<file path="src/rtl/cla_adder_pipe.sv">
// -----------------------------------------------------------------------------
// cla_adder_pipe
//
// Two-stage pipelined carry-lookahead adder/subtractor with valid/ready flow
// control.
//
//   {cout,sum} = a + (b ^ {WIDTH{sub}}) + (cin ^ sub)
//
// Stage 1 registers the per-bit propagate/generate terms, the per-group
// propagate/generate terms and the effective carry-in. Stage 2 resolves group
// carries with a second-level lookahead (no ripple between groups), derives bit
// carries with in-group lookahead and registers the result.
//
// Parameters:
//   WIDTH      operand/result width, multiple of GROUP, 4..64
//   GROUP      bits per first-level lookahead group (2, 4 or 8)
//
// Ports:
//   clk        rising-edge clock
//   rst        asynchronous active-high reset
//   in_valid   operands valid
//   in_ready   block can accept operands this cycle
//   a, b       operands
//   cin        carry-in (borrow-in when sub=1)
//   sub        0 = add, 1 = subtract
//   out_valid  result valid
//   out_ready  consumer accepts result
//   sum        result (modulo 2^WIDTH)
//   cout       carry-out (in subtract mode 1 = no borrow)
//   ovf        signed overflow, only when CLA_OVF_EN is defined
//
// Build option:
//   CLA_OVF_EN  adds the registered signed-overflow output ovf.
// -----------------------------------------------------------------------------
module cla_adder_pipe #(
    parameter int unsigned WIDTH = 16,
    parameter int unsigned GROUP = 4
) (
    input  logic             clk,
    input  logic             rst,
    input  logic             in_valid,
    output logic             in_ready,
    input  logic [WIDTH-1:0] a,
    input  logic [WIDTH-1:0] b,
    input  logic             cin,
    input  logic             sub,
    output logic             out_valid,
    input  logic             out_ready,
    output logic [WIDTH-1:0] sum,
    output logic             cout
`ifdef CLA_OVF_EN
    ,
    output logic             ovf
`endif
);

    localparam int unsigned NG = WIDTH / GROUP;

    // Carry into bit position k of a GROUP-wide slice, written as the flat
    // sum-of-products lookahead: ci*p[0..k-1] + sum_j g[j]*p[j+1..k-1].
    // With ci=0 and k=GROUP this is the group generate term.
    function automatic logic bit_la(input logic [GROUP-1:0] gv,
                                    input logic [GROUP-1:0] pv,
                                    input logic             ci,
                                    input int unsigned      k);
        logic res;
        logic prod;
        res = ci;
        for (int unsigned m = 0; m < k; m++) begin
            res = res & pv[m];
        end
        for (int unsigned j = 0; j < k; j++) begin
            prod = gv[j];
            for (int unsigned m = j + 1; m < k; m++) begin
                prod = prod & pv[m];
            end
            res = res | prod;
        end
        return res;
    endfunction

    // Same lookahead form applied across groups: carry into group k.
    function automatic logic grp_la(input logic [NG-1:0] gv,
                                    input logic [NG-1:0] pv,
                                    input logic          ci,
                                    input int unsigned   k);
        logic res;
        logic prod;
        res = ci;
        for (int unsigned m = 0; m < k; m++) begin
            res = res & pv[m];
        end
        for (int unsigned j = 0; j < k; j++) begin
            prod = gv[j];
            for (int unsigned m = j + 1; m < k; m++) begin
                prod = prod & pv[m];
            end
            res = res | prod;
        end
        return res;
    endfunction

    // ---------------------------------------------------------------------
    // Flow control
    // ---------------------------------------------------------------------
    logic s1_valid_q;
    logic out_valid_q;
    logic s2_adv;
    logic s1_adv;

    assign s2_adv   = !out_valid_q || out_ready;
    assign s1_adv   = !s1_valid_q || s2_adv;
    assign in_ready = s1_adv;

    // ---------------------------------------------------------------------
    // Stage 1: bit and group propagate/generate
    // ---------------------------------------------------------------------
    logic [WIDTH-1:0] b_eff;
    logic [WIDTH-1:0] p_d;
    logic [WIDTH-1:0] g_d;
    logic [NG-1:0]    gp_d;
    logic [NG-1:0]    gg_d;
    logic             ci_d;

    always_comb begin
        b_eff = b ^ {WIDTH{sub}};
        p_d   = a ^ b_eff;
        g_d   = a & b_eff;
        ci_d  = cin ^ sub;
        gp_d  = '0;
        gg_d  = '0;
        for (int unsigned k = 0; k < NG; k++) begin
            gp_d[k] = &p_d[k*GROUP +: GROUP];
            gg_d[k] = bit_la(g_d[k*GROUP +: GROUP], p_d[k*GROUP +: GROUP], 1'b0, GROUP);
        end
    end

    logic [WIDTH-1:0] p_q;
    logic [WIDTH-1:0] g_q;
    logic [NG-1:0]    gp_q;
    logic [NG-1:0]    gg_q;
    logic             ci_q;

    always_ff @(posedge clk or posedge rst) begin
        if (rst) begin
            s1_valid_q <= 1'b0;
            p_q        <= '0;
            g_q        <= '0;
            gp_q       <= '0;
            gg_q       <= '0;
            ci_q       <= 1'b0;
        end else if (s1_adv) begin
            // Advancing without a new input leaves a bubble in stage 1.
            s1_valid_q <= in_valid;
            if (in_valid) begin
                p_q  <= p_d;
                g_q  <= g_d;
                gp_q <= gp_d;
                gg_q <= gg_d;
                ci_q <= ci_d;
            end
        end
    end

    // ---------------------------------------------------------------------
    // Stage 2: group carries, bit carries, result
    // ---------------------------------------------------------------------
    logic [NG:0]      gc;
    logic [WIDTH:0]   c;
    logic [WIDTH-1:0] sum_d;
    logic             cout_d;

    always_comb begin
        gc = '0;
        c  = '0;
        for (int unsigned k = 0; k <= NG; k++) begin
            gc[k] = grp_la(gg_q, gp_q, ci_q, k);
        end
        for (int unsigned k = 0; k < NG; k++) begin
            for (int unsigned i = 0; i < GROUP; i++) begin
                c[k*GROUP + i] = bit_la(g_q[k*GROUP +: GROUP], p_q[k*GROUP +: GROUP], gc[k], i);
            end
        end
        c[WIDTH] = gc[NG];
        sum_d    = p_q ^ c[WIDTH-1:0];
        cout_d   = c[WIDTH];
    end

    logic [WIDTH-1:0] sum_q;
    logic             cout_q;

`ifdef CLA_OVF_EN
    logic ovf_d;
    logic ovf_q;

    assign ovf_d = c[WIDTH] ^ c[WIDTH-1];
    assign ovf   = ovf_q;

    always_ff @(posedge clk or posedge rst) begin
        if (rst) begin
            ovf_q <= 1'b0;
        end else if (s2_adv && s1_valid_q) begin
            ovf_q <= ovf_d;
        end
    end
`endif

    always_ff @(posedge clk or posedge rst) begin
        if (rst) begin
            out_valid_q <= 1'b0;
            sum_q       <= '0;
            cout_q      <= 1'b0;
        end else if (s2_adv) begin
            out_valid_q <= s1_valid_q;
            // Result registers only move when real data arrives, so they
            // stay quiet across bubbles.
            if (s1_valid_q) begin
                sum_q  <= sum_d;
                cout_q <= cout_d;
            end
        end
    end

    assign out_valid = out_valid_q;
    assign sum       = sum_q;
    assign cout      = cout_q;

endmodule

</file>
<file path="config.mk">
export PLATFORM = sky130hd
export DESIGN_NAME = cla_adder_pipe
export DESIGN_NICKNAME = d
export VERILOG_FILES = /design/src/rtl/cla_adder_pipe.sv
export SDC_FILE = /design/constraint.sdc
export NUM_CORES = 1
export LEC_CHECK = 0
export ABC_AREA = 1
export BUFFER_PORTS_ARGS = -buffer_cell sky130_fd_sc_hd__buf_4
export CORE_UTILIZATION = 50
export DETAILED_ROUTE_END_ITERATION = 16
export GPL_TIMING_DRIVEN = 0
export PLACE_DENSITY = 0.85
export SLEW_MARGIN = 20
export SYNTH_ARGS = -nofsm -noshare
export SYNTH_HDL_FRONTEND = slang
export SYNTH_SLANG_ARGS = --single-unit
</file>
<file path="constraint.sdc">
create_clock -name clk -period 3.2 [get_ports clk]
set_clock_uncertainty 0.2 [all_clocks]
set_input_delay 0.48 -clock clk [delete_from_list [all_inputs] [get_ports clk]]
set_output_delay 0.48 -clock clk [all_outputs]
set_load 0.005 [all_outputs]
</file>
# --- Word-level counts from Yosys, hierarchy flattened ---
# Cells that the tools add are included.
word_totals:
  mem_bits_rw: 0
  in_bits: 38
  regBits: 59
  output_inout_bits: 19
  latch_bits: 0
  romBits: 0
  n_memories: 0
op_classes:
  shifts: 0
  n_mul: 0
  mux: 0
  bitwise_logic: 109
  n_addsub: 0
  reduce_logical: 10
  div: 0
  n_eq_ne: 0
  order_cmp: 0
ops:
  columns: ["operator", "n"]
  rows:
  - ["$and A1 B1 Y1", 58]
  - ["$xor A16 B16 Y16", 3]
  - ["$or A1 B1 Y1", 46]
  - ["$and A16 B16 Y16", 1]
  - ["$reduce_and A4 Y1", 4]
  - ["$reduce_and A2 Y1", 2]
  - ["$logic_not A1 Y1", 2]
  - ["$logic_or A1 B1 Y1", 2]
  - ["$xor A1 B1 Y1", 1]

# --- Depth between registers and ports, before layout ---
logic_depth:
  ltp_word: 13
  depth_mapped: 11
  ltp_nobuf: 11

# --- Worst setup path after synthesis ---
# Ideal clock, no wire load.
synth_timing:
  path_kind: "input to register"
  startpoint: "input sub"
  endpoint: "register gg_q[3]"
  path_buffers: 2
  setup_slack_ns: 1.262
  t_arrival_ns: 1.609
  setup_ns: 0.128
  cell_stages: 8
  cell_sequence: "buf_2 buf_4 xor2_1 ha_1 nand2_1 inv_1 a21oi_1 a31oi_1"
synth_via:
  word_cells_on_any_way: 12
  cone_classes: "bitwise: 12"
synth_rtl:
  columns: ["item", "line", "rtl"]
  rows:
  - ["start: declaration", "46", "input logic sub,"]
  - ["$xor A16 B16 Y16 (*)", "126", "b_eff = b ^ {WIDTH{sub}};"]
  - ["$xor A16 B16 Y16 (*)", "127", "p_d = a ^ b_eff;"]
  - ["via p_d[15]", "119", "logic [WIDTH-1:0] p_d;"]
  - ["$and A1 B1 Y1", "75", "prod = prod & pv[m];"]
  - ["$or A1 B1 Y1", "77", "res = res | prod;"]
  - ["$or A1 B1 Y1 (*) (2 in a row)", "77", null]
  - ["end signal: assignment", "159", "gg_q <= gg_d;"]
  - ["end: declaration", "141", "logic [NG-1:0] gg_q;"]
# The timed path passes the listed nets; every way through them passes the cells marked *.
# A chain may end at the register's enable or synchronous reset.

# --- Worst setup path in the final report ---
# Same ends and word-level chain as after synthesis.

==> results.py <==
metrics = {
    "run_status": {
        "status": "finished, final reports clean",
    },
    "setup_path": {
        "crit_fanout": 10,
        "arrival_ps": 1890,
        "crit_slowest_cell": "buf_4",
        "critPathLaunchType": "input pin",
        "worstPathRequired_ps": 3190,
        "worstSetupPathType": "in -> reg",
        "crit_chain": "buf_2 > buf_4 > xor2_1 > ha_1 > nand2_1 > inv_1 > a21oi_1 > a31oi_1",
        "end_kind": "flop",
        "slowest_delay_ps": 300,
    },
    "synth": {
        "ys_ff_latch": 56,
        "yosysWarnings": 0,
        "synth_area_leaders": "dfrtp_1, nand2_1, ha_1",
        "synth_area_per_cell_um2": 8.49,
        "yosysSeqAreaShare_pct": 49.0,
        "synth_most_common_cell": "nand2_1",
        "netlist_area_mm2": 0.00286,
        "synth.distinct_cells": 24,
        "synth_edf_count": 0,
        "synth_largest_area_cell": "dfrtp_1",
        "synthArstFlopShare_pct": 100,
        "synth_top_area_share_pct": 49.0,
        "synth_nets": 395,
        "ys.flop_type": "dfrtp_1",
        "synthesis.instances": 337,
        "synth_commonest_cells": "nand2_1, dfrtp_1, ha_1, o21ai_0, inv_1",
    },
    "route": {
        "detail-route-antenna-nets": 0,
        "drt_first_pass_iters": 5,
        "drt_iter0_drc": 278,
        "vias_per_cell": 5.43,
        "drc": 0,
        "num_vias": 2564,
        "routed_wl_um": 6860,
        "wl_per_cell_um": 14.5,
    },
    "clocking": {
        "clk_latency_ps": 310,
        "root_buffer": "clkbuf_8",
        "cts-hold-fix-buffers": 0,
        "clock_path_buffers": 2,
        "cts.clk_slew.worst_paths_ps": 100,
        "cts_sinks": 56,
        "post_cts_buffers": 0,
        "cts-resized-gates": 0,
        "cts_htree_levels": 2,
        "cts_tree": "yes",
        "cts_buffers": 5,
    },
    "layout": {
        "regArea_mm2": 0.00140,
        "antenna_cells": 0,
        "fillers": 447,
        "drive_gt1_share_pct": 19.5,
        "fin_area_mm2": 0.00346,
        "synthToLayoutAreaGrowth_pct": 20.8,
        "multi_input_area_mm2": 0.00131,
        "final_cell_count_no_fill": 472,
        "layout.nets": 457,
    },
    "flow_run": {
        "maxCapViolCount": 0,
    },
    "floorplanning": {
        "num_rows": 27,
        "core_mm2": 0.00551,
        "die-area_mm2": 0.00603,
        "pin_count": 57,
        "dieWidth_um": 77.7,
        "start_util_pct": 52.0,
        "die_y_um": 77.7,
    },
    "global_routing": {
        "grt_max_degree": 57,
        "grt_pass1_wl_um": 11300,
        "grt_pass1_vias": 2421,
        "overflow": 0,
        "antenna_found_initial": 0,
        "grt_use_total_pct": 24.5,
    },
    "power_and_ir_drop": {
        "p_total_mw": 2.07,
        "p_leak_nw": 1.85,
        "pwr_density_cell_mw_per_mm2": 597,
        "max-vdd-ir-drop_mv": 0.234,
    },
    "sta": {
        "timing.final.crit_share_pct": 59.5,
        "finalHoldViolCount": 0,
        "max_slew_margin_pct": 55.0,
        "drv_slew": 0,
        "fmax_mhz": 525,
        "worst_slew_pin_slew_ps": 675,
        "min_period_ps": 1900,
        "setup_viol": 0,
        "fin_setup_tns_ps": 0,
        "rsz0062_at_grt": "no",
    },
    "placed_design": {
        "place_area_mm2": 0.00337,
        "io_buffer_count": 55,
        "dp.final_hpwl_um": 5040,
        "place.gp.congestion": 0.857,
        "dp_cells": 464,
    },
    "hold_path": {
        "hp-class": "in -> async",
    },
}
[metrics by stage]
step                      worst slack (ps)  hold WS [ps]  utilization (%)
after global routing                  1190           143             62.8
final                                 1300          55.0             62.8
after CTS                             1270           101             62.8
after global placement                 483           262             61.1
after detailed placement               940           268             61.2
after floorplan                       1150           240                -
[critical path: cells and delay by family]
kind,cells,cell delay [ps]
adder cells (fa/ha/maj),1,280
AO/OA/AOI/OAI,2,260
AND/OR/NAND/NOR,1,80
buffers and inverters,3,620
XOR/XNOR,1,170
[state kept, by name, summed over array words and instances (netlist names)]
register,cells
gg_q,4
cout,1
p_q,16
gp_q,4
sum,16
s1_valid_q,1
g_q,12
ci_q,1
out_valid,1
[path summary, 6_finish.rpt]
kind | startpoint | cells after the start | slack, ps | end
max in group asynchronous | rst | 2 | 2280 | sum[13]$_DFFE_PP0P_
min in group clk | cin | 3 | 250 | ci_q$_DFFE_PP0P_
max | sub | 8 | 1300 | gg_q[3]$_DFFE_PP0P_
max reg2reg | ci_q$_DFFE_PP0P_ | 10 | 1300 | sum[11]$_DFFE_PP0P_
min | rst | 2 | 50 | sum[14]$_DFFE_PP0P_
min reg2reg | sum[3]$_DFFE_PP0P_ | 2 | 290 | sum[3]$_DFFE_PP0P_
[placed cells by master (no fill, tap or decap), drive strengths merged, types with 7 or more instances in the layout]
cell / instances
a21oi: 7
buf: 66
clkbuf: 8
dfrtp: 56
ha: 20
inv: 21
nand2: 140
nand3: 17
nor2: 9
o21ai: 23
xor2: 16
[where the power goes]
group	total [mW]	internal [mW]	leakage (nW)	switching, mW
combinational	0.676	0.322	1.11	0.354
sequential	0.994	0.883	0.694	0.111
clock	0.396	0.177	0.0455	0.219
total	2.07	1.38	1.85	0.684
[per-layer routing]
metal	up-vias	track usage [%]	part of all wire [%]
li1	1209	-	-
met1	1230	31.3	42
met3	8	3.06	6.7
met5	-	0	0
met4	0	6.98	0.86
met2	117	43.3	51
[cell families (layout without fill, tap and decap cells)]
kind of cell    after synthesis  in the layout  share of synthesized area [%]
xor+xnor                     17             17                           5.20
fa+ha+maj                    20             20                           8.74
simple gates                176            176                           25.0
flops                        56             56                           49.0
buf+inv                      32             95                           5.42
compound gates               36             36                           6.64
[cell type report]
type                            instances  share of cell area, %
Sequential cell                        56                   40.5
Multi-Input combinational cell        249                   37.8
Timing Repair Buffer                   55                   11.9
Clock buffer                            8                   2.60
Tap cell                               72                   2.60
Inverter                               21                   2.35
Buffer                                 11                   2.21
(Power assumes the default switching activity.)
